<file path="config.mk">
export PLATFORM = sky130hd
export DESIGN_NAME = pipeline_hazard_sequencer
export DESIGN_NICKNAME = d
export VERILOG_FILES = /design/src/rtl/pipeline_ctrl_pkg.sv /design/src/rtl/raw_hazard_detect.sv /design/src/rtl/pipeline_hazard_sequencer.sv
export SDC_FILE = /design/constraint.sdc
export NUM_CORES = 1
export LEC_CHECK = 0
export CAP_MARGIN = 5
export CORE_MARGIN = 5
export CORE_UTILIZATION = 34
export DETAILED_ROUTE_END_ITERATION = 10
export PLACE_DENSITY = 0.59
export RECOVER_POWER = 100
export SLEW_MARGIN = 25
export SYNTH_ARGS = -nofsm -noshare
export SYNTH_HDL_FRONTEND = slang
export SYNTH_SLANG_ARGS = --single-unit
</file>
<file path="constraint.sdc">
create_clock -name clk -period 4.5 [get_ports clk]
set_clock_uncertainty 0.05 [all_clocks]
set_input_delay 0.9 -clock clk [delete_from_list [all_inputs] [get_ports clk]]
set_output_delay 0.9 -clock clk [all_outputs]
set_load 0.01 [all_outputs]
</file>
<file path="src/rtl/pipeline_ctrl_pkg.sv">
// Shared encodings and constants for the 5-stage pipeline controller.
// State codes are visible on the state output, so their values are fixed.
package pipeline_ctrl_pkg;

  typedef enum logic [1:0] {
    ST_RUN   = 2'd0,
    ST_STALL = 2'd1,
    ST_DRAIN = 2'd2,
    ST_HALT  = 2'd3
  } state_e;

  localparam logic [4:0] REG_ZERO = 5'd0;

  // Bubbles needed when the register file does write-through; a register
  // file without write-through needs one more.
  localparam logic [1:0] EX_BASE  = 2'd2;
  localparam logic [1:0] MEM_BASE = 2'd1;
  localparam logic [1:0] WB_BASE  = 2'd0;

endpackage

</file>
<file path="src/rtl/raw_hazard_detect.sv">
// RAW interlock: bubbles ID must wait for its youngest in-flight producer.
// Purely combinational; the datapath has no forwarding paths.
module raw_hazard_detect
  import pipeline_ctrl_pkg::*;
#(
  parameter int RF_WRITE_THROUGH = 1
) (
  input  logic [4:0] id_rs,
  input  logic [4:0] id_rt,
  input  logic       id_uses_rt,
  input  logic [4:0] ex_dest,
  input  logic       ex_reg_write,
  input  logic [4:0] mem_dest,
  input  logic       mem_reg_write,
  input  logic [4:0] wb_dest,
  input  logic       wb_reg_write,
  output logic [1:0] bubbles
);

  localparam logic [1:0] EXTRA = (RF_WRITE_THROUGH != 0) ? 2'd0 : 2'd1;

  // $zero never carries a dependency, so a zero destination cannot match.
  function automatic logic depends_on(input logic [4:0] dest, input logic wr,
                                      input logic [4:0] rs, input logic [4:0] rt,
                                      input logic uses_rt);
    return wr && (dest != REG_ZERO) && ((dest == rs) || (uses_rt && (dest == rt)));
  endfunction

  logic ex_hit, mem_hit, wb_hit;

  assign ex_hit  = depends_on(ex_dest,  ex_reg_write,  id_rs, id_rt, id_uses_rt);
  assign mem_hit = depends_on(mem_dest, mem_reg_write, id_rs, id_rt, id_uses_rt);
  assign wb_hit  = depends_on(wb_dest,  wb_reg_write,  id_rs, id_rt, id_uses_rt);

  // NOTE: every always_comb output gets a default first so no latch is inferred.
  always_comb begin
    bubbles = 2'd0;
    if (ex_hit)       bubbles = EX_BASE  + EXTRA;
    else if (mem_hit) bubbles = MEM_BASE + EXTRA;
    else if (wb_hit)  bubbles = WB_BASE  + EXTRA;
  end

endmodule

</file>
<file path="src/rtl/pipeline_hazard_sequencer.sv">
// Pipeline controller: RAW stall interlock, taken-branch squash,
// drain-and-halt sequencing, writeback warm-up gate and saturating statistics.
module pipeline_hazard_sequencer
  import pipeline_ctrl_pkg::*;
#(
  parameter int FILL_CYCLES      = 4,
  parameter int RF_WRITE_THROUGH = 1,
  parameter int DRAIN_CYCLES     = 4,
  parameter int CNT_W            = 32
) (
  input  logic             clk,
  input  logic             reset,
  input  logic [4:0]       id_rs,
  input  logic [4:0]       id_rt,
  input  logic             id_uses_rt,
  input  logic [4:0]       ex_dest,
  input  logic             ex_reg_write,
  input  logic [4:0]       mem_dest,
  input  logic             mem_reg_write,
  input  logic [4:0]       wb_dest,
  input  logic             wb_reg_write,
  input  logic             mem_branch_taken,
  input  logic             halt_req,
  output logic             pc_write,
  output logic             if_id_write,
  output logic             if_id_flush,
  output logic             id_ex_flush,
  output logic             ex_mem_flush,
  output logic             wb_enable,
  output logic             halted,
  output logic [1:0]       state,
  output logic [CNT_W-1:0] cycle_count,
  output logic [CNT_W-1:0] stall_count,
  output logic [CNT_W-1:0] flush_count
);

  localparam int FILL_W  = (FILL_CYCLES  > 0) ? $clog2(FILL_CYCLES + 1) : 1;
  localparam int DRAIN_W = (DRAIN_CYCLES > 1) ? $clog2(DRAIN_CYCLES)    : 1;
  localparam logic [FILL_W-1:0]  FILL_DONE  = FILL_W'(FILL_CYCLES);
  localparam logic [DRAIN_W-1:0] DRAIN_LAST = DRAIN_W'(DRAIN_CYCLES - 1);

  state_e             state_q, state_d;
  logic [1:0]         stall_left_q, stall_left_d;
  logic [DRAIN_W-1:0] drain_q, drain_d;
  logic [FILL_W-1:0]  fill_q;
  logic [CNT_W-1:0]   cycle_q, stall_q, flush_q;
  logic [1:0]         bubbles;
  logic               hazard_bubble;
  logic               branch_squash;

  raw_hazard_detect #(.RF_WRITE_THROUGH(RF_WRITE_THROUGH)) u_detect (
    .id_rs         (id_rs),
    .id_rt         (id_rt),
    .id_uses_rt    (id_uses_rt),
    .ex_dest       (ex_dest),
    .ex_reg_write  (ex_reg_write),
    .mem_dest      (mem_dest),
    .mem_reg_write (mem_reg_write),
    .wb_dest       (wb_dest),
    .wb_reg_write  (wb_reg_write),
    .bubbles       (bubbles)
  );

  function automatic logic [CNT_W-1:0] sat_inc(input logic [CNT_W-1:0] v);
    return (&v) ? v : v + CNT_W'(1);
  endfunction

  always_comb begin
    state_d       = state_q;
    stall_left_d  = stall_left_q;
    drain_d       = drain_q;
    pc_write      = 1'b0;
    if_id_write   = 1'b0;
    if_id_flush   = 1'b0;
    id_ex_flush   = 1'b0;
    ex_mem_flush  = 1'b0;
    halted        = 1'b0;
    hazard_bubble = 1'b0;
    branch_squash = 1'b0;

    // A taken branch outranks stalls and drains: redirect and squash all younger work.
    if (mem_branch_taken && (state_q != ST_HALT)) begin
      branch_squash = 1'b1;
      pc_write      = 1'b1;
      if_id_write   = 1'b1;
      if_id_flush   = 1'b1;
      id_ex_flush   = 1'b1;
      ex_mem_flush  = 1'b1;
      state_d       = ST_RUN;
      stall_left_d  = 2'd0;
    end else begin
      unique case (state_q)
        ST_RUN: begin
          if (bubbles != 2'd0) begin
            id_ex_flush   = 1'b1;
            hazard_bubble = 1'b1;
            if (bubbles > 2'd1) begin
              stall_left_d = bubbles - 2'd1;
              state_d      = ST_STALL;
            end
          end else begin
            pc_write    = 1'b1;
            if_id_write = 1'b1;
            if (halt_req) begin
              state_d = ST_DRAIN;
              drain_d = '0;
            end
          end
        end
        ST_STALL: begin
          id_ex_flush   = 1'b1;
          hazard_bubble = 1'b1;
          stall_left_d  = stall_left_q - 2'd1;
          if (stall_left_q == 2'd1) state_d = ST_RUN;
        end
        ST_DRAIN: begin
          if_id_flush = 1'b1;
          id_ex_flush = 1'b1;
          if (drain_q == DRAIN_LAST) state_d = ST_HALT;
          else                       drain_d = drain_q + DRAIN_W'(1);
        end
        ST_HALT: begin
          if_id_flush  = 1'b1;
          id_ex_flush  = 1'b1;
          ex_mem_flush = 1'b1;
          halted       = 1'b1;
        end
      endcase
    end

    // Outputs are Mealy, so reset has to override them directly to act asynchronously.
    if (reset) begin
      pc_write     = 1'b0;
      if_id_write  = 1'b0;
      if_id_flush  = 1'b1;
      id_ex_flush  = 1'b1;
      ex_mem_flush = 1'b1;
      halted       = 1'b0;
    end
  end

  // NOTE: sequential state uses non-blocking assignments only, so every flop samples pre-edge values.
  always_ff @(posedge clk or posedge reset) begin
    if (reset) begin
      state_q      <= ST_RUN;
      stall_left_q <= 2'd0;
      drain_q      <= '0;
      fill_q       <= '0;
      cycle_q      <= '0;
      stall_q      <= '0;
      flush_q      <= '0;
    end else begin
      state_q      <= state_d;
      stall_left_q <= stall_left_d;
      drain_q      <= drain_d;
      if (fill_q != FILL_DONE)  fill_q  <= fill_q + FILL_W'(1);
      if (state_q != ST_HALT)   cycle_q <= sat_inc(cycle_q);
      if (hazard_bubble)        stall_q <= sat_inc(stall_q);
      if (branch_squash)        flush_q <= sat_inc(flush_q);
    end
  end

  assign wb_enable   = (fill_q == FILL_DONE) && !reset && (state_q != ST_HALT);
  assign state       = state_q;
  assign cycle_count = cycle_q;
  assign stall_count = stall_q;
  assign flush_count = flush_q;

endmodule

</file>
# Word-level counts from Yosys, hierarchy flattened
# Index checks and enable logic that the tools add are counted.
word_totals:
  regBits: 105
  input_bits: 33
  output_inout_bits: 105
  word_cells: 106
classes:
  addsub: 7
  order_cmp: 1
  eq_ne: 21
  muxes: 36
  bitwise_logic: 4
  n_reduce_logical: 30
ops:
  columns: ["operator", "n"]
  rows:
  - ["$add 32x1->32 const B", 3]
  - ["$reduce_and 32->1", 3]
  - ["$mux 2", 13]
  - ["$eq 5x5->1", 4]
  - ["$mux 1", 18]
  - ["$ne 3x3->1 const B", 5]
  - ["$reduce_and 5->1", 2]
  - ["$reduce_bool 5->1", 2]
  - ["$logic_and 1x1->1", 9]
  - ["$ne 2x2->1 const B", 4]
  - ["$ne 4x4->1 const B", 2]
  - ["$pmux 2 s2", 2]
  - ["$eq 2x2->1 const B", 3]
  - ["$pmux 2 s3", 1]
  - ["$reduce_and 2->1", 3]
  - ["$eq 2x1->1 const B", 2]
  - ["$not 1->1", 4]
  - ["$pmux 1 s2", 2]
  - ["$reduce_bool 2->1", 2]
  - ["$reduce_bool 4->1", 1]
  - ["$sub 2x1->2 const B", 2]
  - ["$add 3x1->3 const B", 1]
  - ["$eq 3x3->1 const B", 1]
  - ["$reduce_and 3->1", 1]
  - ["8 further kinds", 9]

# Logic depth before layout (Yosys ltp)
# Gate-level depths: netlist of run 1.
logic_depth:
  ltp_word: 11
  depth_mapped: 10
  mapped_depth_nobuf: 8

# Cells and area by module
# From an unflattened synthesis of run 1, not the netlist that was laid out.
unflattened:
  hier_cells: 547
  area_unflattened_um2: 5562.8
modules_own_cells:
  columns: ["mod", "instances", "cells_each", "area_each_um2", "seq_area_each_um2"]
  rows:
  - ["pipeline_hazard_sequencer", 1, 511, 5283.8, 2627.5]
  - ["raw_hazard_detect", 1, 36, 279.0, 0.0]

# Worst setup path before layout of run 1
# No wires, ideal clock.
synth_path:
  path_type: "input -> output"
  start: "in reset"
  end: "out id_ex_flush"
  t_arrival_ns: 3.549
  slack_ns: 0.001
  stages: 2
  cell_sequence: "inv_1 -> nand4_1"
synth_via:
  elab_chain_cells: 1
synth_rtl:
  columns: ["item", "line_no", "source"]
  rows:
  - ["from (decl)", "pipeline_hazard_sequencer.sv:12", "input logic reset,"]
  - ["$mux 1", "pipeline_hazard_sequencer.sv:132", "if (reset) begin"]
  - ["to (decl)", "pipeline_hazard_sequencer.sv:27", "output logic id_ex_flush,"]
# No other way between the ends.

# Worst setup path after layout of run 1
layout_path:
  start: "in mem_dest[3]"
  end: "out if_id_write"
layout_via:
  elab_chain_cells: 11
  elab_cells_between_ends: 14
layout_rtl:
  columns: ["item", "line_no", "source"]
  rows:
  - ["from (decl)", "pipeline_hazard_sequencer.sv:18", "input logic [4:0] mem_dest,"]
  - ["$eq 5x5->1", "raw_hazard_detect.sv:26", "return wr && (dest != REG_ZERO) && ((dest == rs) || (uses_rt && (dest == rt)));"]
  - ["$logic_and 1x1->1", "raw_hazard_detect.sv:26", null]
  - ["$logic_or 1x1->1", "raw_hazard_detect.sv:26", null]
  - ["$logic_and 1x1->1 *", "raw_hazard_detect.sv:26", null]
  - ["$mux 1 *", "raw_hazard_detect.sv:39", "else if (mem_hit) bubbles = MEM_BASE + EXTRA;"]
  - ["$mux 2 *", "raw_hazard_detect.sv:38", "if (ex_hit) bubbles = EX_BASE + EXTRA;"]
  - ["$reduce_bool 2->1 *", "pipeline_hazard_sequencer.sv:94", "if (bubbles != 2'd0) begin"]
  - ["$mux 1 *", "pipeline_hazard_sequencer.sv:94", null]
  - ["$mux 1 *", "pipeline_hazard_sequencer.sv:92", "unique case (state_q)"]
  - ["$mux 1 *", "pipeline_hazard_sequencer.sv:82", "if (mem_branch_taken && (state_q != ST_HALT)) begin"]
  - ["$mux 1 *", "pipeline_hazard_sequencer.sv:132", null]
  - ["to (decl)", "pipeline_hazard_sequencer.sv:25", "output logic if_id_write,"]
# Every way passes the cells marked *; elsewhere a longest branch is shown, timed or not.

==> impl_metrics.toml, run 1 <==
[clock_network]
cts_resized = 0
h-tree-depth = 3
clkTransAtPathRegs_ns = 0.07
post-cts-setup-buffer-count = 0
worstSkewPairLatency_ns = 0.35
postCtsHoldBufs = 0
root_buffer = "clkbuf_16"
clock_sinks = 105
clock_path_buffers = 2
cts_tree = "built"
cts_made_buffers = 9

[synth]
syn_area_um2 = 5540
synth.net_count = 576
async_flop_share = 1.00
synth.most_common_cell = "dfrtp_1"
yosysWarnings = 0
ys_ff_latch = 105
yosysTopAreaCell = "dfrtp_1"
synth_top_cells_by_area = "dfrtp_1 (47%), xnor2_1 (14%), nand3_1 (4.8%)"
synth_ff_type = "dfrtp_1"
synth_edf_count = 0
synthTopCellsByCount = "dfrtp_1 (105), xnor2_1 (87), nand3_1 (53), nor2_1 (42), nand2_1 (40)"
ys_seq_area_frac = 0.474
syn_inst = 530
synth.distinct_cells = 57
synth_top_area_frac = 0.474
avgSynthCellArea_um2 = 10.5

[route]
drtIter0Drc = 216
num_vias = 4335
post_drt_wl_per_cell_um = 15.5
drc = 0
ant_nets = 0
drt_wl_total_um = 13700
vias_per_cell = 4.90
dr.pass1.iters = 4

[sta]
finalSetupViolCount = 0
period_minus_slack_ns = 4.28
max_freq_ghz = 0.234
slew_headroom = -0.311
worstMarginPinSlew_ns = 1.97
setup_tns_ns = 0
rsz0062_at_grt = "false"
hold_viol = 0
finalMaxSlewViolations = 38
fin_crit_sh = 0.951

[power]
p_clk_frac = 0.313
power.net_switching_uw = 768
p_comb_frac = 0.230
p_leak_uw = 0.00320
ir_drop_mv = 0.184
seqPwrFrac = 0.457
p_int_uw = 1790
switching_share = 0.301
cellPowerDensity_nw_per_um2 = 353

[hold_path]
hold_path_class = "reg2reg"

[floorplanning]
initial_core_util = 0.348
dieHeight_um = 138
io_pins = 138
die_area_um2 = 19000
rows = 46
core_um2 = 15900
die_w_um = 138

[setup_path]
cp-start-kind = "input port"
critical_path_required_ns = 3.55
slowest_delay_ns = 0.57
endpoint = "if_id_write"
reg2reg_to = "stall_count[17]"
critPathLaunch = "mem_dest[3]"
ff2ff_path_depth = 7
end_kind = "output port"
critPathMaxFanout = 5
critPathSlowestCell = "clkdlybuf4s50_1"
cpMostUsedCell = "clkdlybuf4s50_1"
worstSetupPathType = "in2out"
r2r-start = "state[0]"
arrival_ns = 3.33
path_cells = "clkdlybuf4s50_1 > or4_1 > o21ai_0 > a2bb2oi_2 > a21oi_1 > nor2_1 > clkdlybuf4s50_1"
ff2ff_setup_slack_ns = 1.43

[cells_and_area]
final_nets = 710
n_antenna_cell = 0
syn_to_final_growth_pct = 30.4
final_core_util = 0.453
layout-drive-gt1-share = 0.0374

[outcome]
status = "finished, violations left"
violations = "capacitance limit, slew limit"

[placed_design]
routabilityCongestion = 0.838
dpl.hpwl_um = 10300
io_buffers = 131

[job]
cap_violations = 1

[global_routing]
grt_pass1_vias = 4546
grt_pass1_wl_um = 22900
grt.overflow.total = 0
track_usage = 0.151
grt_max_degree = 70
antenna_found_initial = 0
how the worst min path moves through the flow:
stage	slack, ns	depth (start not counted)	startpoint	to
final	0.44	1	stall_count[16]	stall_count[16]
after floorplan	0.40	1	stall_left_q[0]	stall_left_q[0]
after global routing	0.47	1	stall_count[9]	stall_count[9]
after CTS	0.45	1	cycle_count[28]	cycle_count[28]
after detailed placement	0.43	1	stall_left_q[0]	stall_left_q[0]
after global placement	0.42	1	stall_left_q[0]	stall_left_q[0]
sequential cells by signal, indices dropped and copies added (netlist names):
register	count
drain_q	2
fill_q	3
stall_count	32
state	2
flush_count	32
stall_left_q	2
cycle_count	32
per-stage QoR:
stage          instances  cell area [um2]  total power (uW)  hold WS (ns)  setup WS (ns)
2_1_floorplan        530             5540              1520         0.405       0.000886
3_3_place_gp         869             7080              1810         0.422          0.311
3_5_place_dp         869             7080              1830         0.433          0.288
4_1_cts              885             7370              2660         0.449          0.281
5_1_grt              885             7230              2710         0.466         0.0936
6_report             885             7230              2550         0.438          0.219
area by class of cell:
| class | count | area [um2] |
|---|---|---|
| sequential | 105 | 2630 |
| inverter | 15 | 57.6 |
| clock inverter | 4 | 52.6 |
| tap | 216 | 270 |
| timing repair buffer | 135 | 1330 |
| fill | 1538 | 8710 |
| multi-input combinational | 398 | 2640 |
| clock buffer | 12 | 246 |
power groups by stage:
stage                     Combinational, uW  Clock (uW)  Sequential [uW]
after global routing                    652         869             1190
final                                   586         799             1170
after global placement                  630           0             1180
after floorplan                         315           0             1200
after detailed placement                641           0             1190
after CTS                               645         836             1180
critical path: cells and delay by family:
| family | cells | cell delay [ns] |
|---|---|---|
| simple gates | 2 | 0.71 |
| compound gates | 3 | 0.68 |
| buf+inv | 2 | 1.05 |
cells in the final DEF (no fill, tap or decap), drive strengths merged, types with 15 or more instances in the layout:
| cell | count |
|---|---|
| dlygate4sd3 | 107 |
| nor2 | 43 |
| and3 | 19 |
| nand2 | 40 |
| xor2 | 21 |
| clkdlybuf4s50 | 24 |
| nand4 | 33 |
| dfrtp | 105 |
| clkbuf | 15 |
| xnor2 | 87 |
| nand3 | 54 |
logic make-up after synthesis:
family,count (synthesis),share of synthesized area
compound gates,34,0.0478
xor+xnor,108,0.171
fa+ha+maj,13,0.0293
buf+inv,27,0.0250
flops,105,0.474
mux,7,0.0138
simple gates,236,0.239
routing by layer:
layer | up-vias | global-route usage | wire length [um]
met5 | - | 0 | 0
met4 | 0 | 0.0439 | 157
met3 | 13 | 0.0530 | 934
met2 | 103 | 0.235 | 6260
met1 | 2112 | 0.198 | 6380
li1 | 2107 | - | -
(Power assumes the default switching activity.)
==> run 2, diff against run 1 <==
CORE_ASPECT_RATIO = 1.5   (was default)
==> run 2 against run 1 <==
Against the previous run: the run now ends clean; sequential power about the same; combinational power fell by 0.9%; largest cell class unchanged; final area shrank 0.24%; highest routed layer unchanged; sequential cell count stayed put; cell count fell by 1.2%; routed wire length increased by 0.26%; non-clock buffer count is 1 lower; sequential share of layout area increased by 0.088 points; die area grew 0.28%.
==> impl_metrics.toml, run 2 (synthesized netlist as in run 1, its figures left out) <==
[setup_path]
end_kind = "output port"
critical_path_required_ns = 3.55
arrival_ns = 3.28
cp-start-kind = "input port"
critPathMaxFanout = 5
worstSetupPathType = "in2out"

[cells_and_area]
syn_to_final_growth_pct = 30.1
final_area_um2 = 7210
final_nets = 709
final_core_util = 0.447
layout_common_cells = "dlygate4sd3_1 (109), dfrtp_1 (105), xnor2_1 (87), nand3_1 (53), nor2_1 (43)"
layout_commonest_cell = "dlygate4sd3_1"
n_antenna_cell = 0
layout-drive-gt1-share = 0.0434

[clock_network]
cts_made_buffers = 9
cts_tree = "built"
cts_resized = 0
post-cts-setup-buffer-count = 0
clock_sinks = 105
root_buffer = "clkbuf_16"
worstSkewPairLatency_ns = 0.35
postCtsHoldBufs = 0
clkTransAtPathRegs_ns = 0.07
clock_path_buffers = 2
h-tree-depth = 3

[sta]
rsz0062_at_grt = "false"
slew_headroom = 0.0905
worstMarginPinSlew_ns = 1.36
period_minus_slack_ns = 4.23
finalSetupViolCount = 0
finalMaxSlewViolations = 0
setup_tns_ns = 0
hold_viol = 0
max_freq_ghz = 0.237
fin_crit_sh = 0.939

[power]
ir_drop_mv = 0.193
seqPwrFrac = 0.461
p_int_uw = 1750
power.net_switching_uw = 784
switching_share = 0.309
cellPowerDensity_nw_per_um2 = 352
p_leak_uw = 0.00322
p_clk_frac = 0.309
p_comb_frac = 0.229

[route]
dr.pass1.iters = 4
drt_wl_total_um = 13800
ant_nets = 0
drc = 0
drtIter0Drc = 261
num_vias = 4375
vias_per_cell = 5.01
post_drt_wl_per_cell_um = 15.8

[floorplanning]
initial_core_util = 0.344
dieHeight_um = 166
io_pins = 138
core_um2 = 16100
die_area_um2 = 19000
die_w_um = 114
rows = 57

[placed_design]
routabilityCongestion = 0.884
dpl_cell_area_um2 = 7060
io_buffers = 131
dpl.hpwl_um = 10500

[global_routing]
track_usage = 0.150
antenna_found_initial = 0
grt_max_degree = 55
grt_pass1_wl_um = 23300
grt_pass1_vias = 4598
grt.overflow.total = 0

[hold_path]
hold_path_class = "reg2reg"

[job]
cap_violations = 0

[outcome]
status = "completed"
==> run 2: cell types whose count changed in the layout (fill, tap and decap cells not counted), moves of 2 or more <==
| cell | change |
|---|---|
| clkbuf_2 | +2 |
| inv_6 | +2 |
| dlygate4sd3_1 | +2 |
| clkinvlp_4 | -2 |
| clkbuf_1 | -5 |
| clkdlybuf4s50_1 | -2 |
==> run 2: metal layers <==
metal  track usage  wire [um]  up-vias
met5             0          0        -
met4        0.0481        273        0
met3        0.0317        548       19
met2         0.275       7530      108
met1         0.171       5420     2134
li1              -          -     2114
==> run 2: worst max-delay path, cell delays in order <==
cell             delay, ns
clkdlybuf4s50_1       0.48
or4_1                 0.55
o21ai_1               0.21
a2bb2oi_2             0.27
a21oi_1               0.11
nor2_1                0.13
dlygate4sd3_1         0.62
==> run 2: power by group through the flow <==
stage / logic (uW) / clock network [uW] / registers [uW]
4_1_cts: 641 / 813 / 1180
5_1_grt: 653 / 849 / 1190
3_5_place_dp: 638 / 0 / 1190
2_1_floorplan: 315 / 0 / 1200
3_3_place_gp: 621 / 0 / 1190
6_report: 581 / 785 / 1170
==> run 2: path summary, 6_finish.rpt <==
path / startpoint / end / slack, ns / depth (start not counted)
min in group asynchronous: reset / cycle_count[1] / 1.57 / 3
setup reg to reg: state[1] / stall_count[31] / 1.25 / 7
hold / removal: flush_count[29] / flush_count[29] / 0.44 / 1
max in group asynchronous: reset / stall_count[9] / 0.87 / 4
hold reg to reg: flush_count[29] / flush_count[29] / 0.44 / 1
setup / recovery: mem_dest[3] / pc_write / 0.27 / 7
==> run 2: area by class of cell <==
class	instances	area [um2]
flip-flops and latches	105	2630
well taps	206	258
multi-input cells	398	2640
clock inverters	5	45.0
clock buffers	11	253
repair buffers	134	1330
fillers	1588	8910
inverters	15	57.6
==> run 2: stage by stage <==
step / setup slack, ns / std cells / power (uW) / hold slack (ns)
floorplan: 0.000886 / 530 / 1520 / 0.405
global placement: 0.284 / 858 / 1810 / 0.420
detailed placement: 0.275 / 858 / 1830 / 0.425
CTS: 0.262 / 874 / 2630 / 0.440
global route: 0.126 / 874 / 2690 / 0.448
finish: 0.272 / 874 / 2540 / 0.438
==> run 3, diff against run 2 <==
PLACE_DENSITY = 0.61   (was 0.59)
clock period = 3.6 ns   (was 4.5 ns; I/O delays follow)
==> run 3 against run 2 <==
Against the previous run: die area stayed put; non-clock buffer count is 11 higher; utilization is 0.30 points higher; worst setup slack worse by 0.043 ns; first-iteration DRC count is 54% lower; combinational power is 27% higher; sequential power is 25% higher; register-to-register slack worse by 0.57 ns; routed wire length is 1.7% higher; clock power is 18% higher; largest power group unchanged; worst hold slack worse by 0.0021 ns; critical endpoint is now id_ex_flush.
==> impl_metrics.toml, run 3 (synthesized netlist as in run 1, its figures left out) <==
[outcome]
status = "completed"

[cells_and_area]
fillers = 1598
fin_cells = 885
n_antenna_cell = 0
final_nets = 720
seq_area_um2 = 2630
syn_to_final_growth_pct = 30.9
multi_input_area_um2 = 2640
layout_common_cells = "dfrtp_1 (105), dlygate4sd3_1 (103), xnor2_1 (87), nand3_1 (53), nor2_1 (43)"
layout-drive-gt1-share = 0.0515
layout_commonest_cell = "dfrtp_1"

[clock_network]
cts_tree = "built"
h-tree-depth = 3
clkTransAtPathRegs_ns = 0.07
clock_path_buffers = 2
root_buffer = "clkbuf_16"
clock_sinks = 105
worstSkewPairLatency_ns = 0.35
cts_resized = 4
postCtsHoldBufs = 0
cts_made_buffers = 9
post-cts-setup-buffer-count = 0

[setup_path]
end_kind = "output port"
cp-start-kind = "input port"
critical_path_required_ns = 2.83
path_cells = "clkdlybuf4s50_1 > or4_1 > o21ai_2 > a2bb2oi_2 > buf_4 > nand4_1 > dlygate4sd2_1"
worstSetupPathType = "in2out"
arrival_ns = 2.60
ff2ff_path_depth = 8
slowest_delay_ns = 0.55
critPathMaxFanout = 4
critPathSlowestCell = "or4_1"

[power]
ir_drop_mv = 0.207
p_leak_uw = 0.00324
cellPowerDensity_nw_per_um2 = 430
finalPower_uw = 3120

[global_routing]
grt_max_degree = 57
grt_pass1_vias = 4745
grt_pass1_wl_um = 23600
grt.overflow.total = 0
antenna_found_initial = 0
track_usage = 0.151

[route]
num_vias = 4425
post_drt_wl_per_cell_um = 15.8
dr.pass1.iters = 4
drtIter0Drc = 120
drt_wl_total_um = 14000
ant_nets = 0
vias_per_cell = 5.00
drc = 0

[job]
cap_violations = 0

[sta]
finalMaxSlewViolations = 0
hold_viol = 0
max_freq_ghz = 0.297
slew_headroom = 0.137
fin_crit_sh = 0.936
finalSetupViolCount = 0
rsz0062_at_grt = "false"
period_minus_slack_ns = 3.37
worstMarginPinSlew_ns = 1.29

[placed_design]
dpl.hpwl_um = 10700
routabilityCongestion = 0.818
dp.cells = 869
io_buffers = 131

[floorplanning]
core_um2 = 16100
die_area_um2 = 19000
die_w_um = 114
dieHeight_um = 166
initial_core_util = 0.344
io_pins = 138
rows = 57

[hold_path]
hold_path_class = "reg2reg"
hold_depth = 1
run 3: cell types whose count changed in the layout (fill, tap and decap cells not counted), moves of 2 or more:
cell,before,now
clkbuf_8,2,0
inv_6,2,0
clkbuf_4,0,2
clkdlybuf4s50_1,22,25
buf_4,1,7
clkinvlp_4,1,5
dlygate4sd3_1,109,103
dlygate4sd2_1,0,3
clkbuf_1,0,5
run 3: power by group:
group          total, uW  internal (uW)  switching, uW
sequential          1460           1300            157
clock                927            475            451
combinational        735            375            360
run 3: cell type report:
cell class,instances,area share
tap,206,0.0355
clock buffer,11,0.0321
inverter,15,0.00827
sequential,105,0.362
clock inverter,5,0.00569
timing repair buffer,145,0.192
multi-input combinational,398,0.364
run 3: worst max-delay path: cells and delay by family:
family,cells,cell delay [ns]
buffers and inverters,3,0.88
and+or+nand+nor,2,0.64
AOI/OAI and AO/OA,2,0.36
run 3: metal layers:
layer  wire, um  track usage  vias to the layer above  part of all wire
met4        299       0.0589                        0             0.021
met1       5530        0.169                     2180              0.39
met2       7710        0.280                       92              0.55
li1           -            -                     2135                 -
met3        467       0.0215                       18             0.033
met5          0            0                        -                 0
run 3: metrics by stage:
| step | area (um2) | hold slack [ns] | setup WS, ns | util | setup TNS (ns) |
|---|---|---|---|---|---|
| 2_1_floorplan | 5550 | 0.405 | 0.140 | - | 0 |
| 5_1_grt | 7260 | 0.451 | 0.0848 | 0.450 | 0 |
| 4_1_cts | 7430 | 0.442 | 0.209 | 0.461 | 0 |
| 3_3_place_gp | 7150 | 0.417 | -0.0296 | 0.444 | -0.0697 |
| 3_5_place_dp | 7150 | 0.431 | -0.0759 | 0.444 | -0.189 |
| 6_report | 7260 | 0.436 | 0.230 | 0.450 | 0 |
run 3: final timing paths:
| path | from | endpoint | slack (ns) |
|---|---|---|---|
| setup / recovery | mem_dest[0] | id_ex_flush | 0.23 |
| hold / removal | cycle_count[31] | cycle_count[31] | 0.44 |
| setup reg to reg | state[1] | flush_count[11] | 0.68 |
| hold reg to reg | cycle_count[31] | cycle_count[31] | 0.44 |
| max in group asynchronous | reset | cycle_count[14] | 0.57 |
| min in group asynchronous | reset | flush_count[2] | 1.40 |
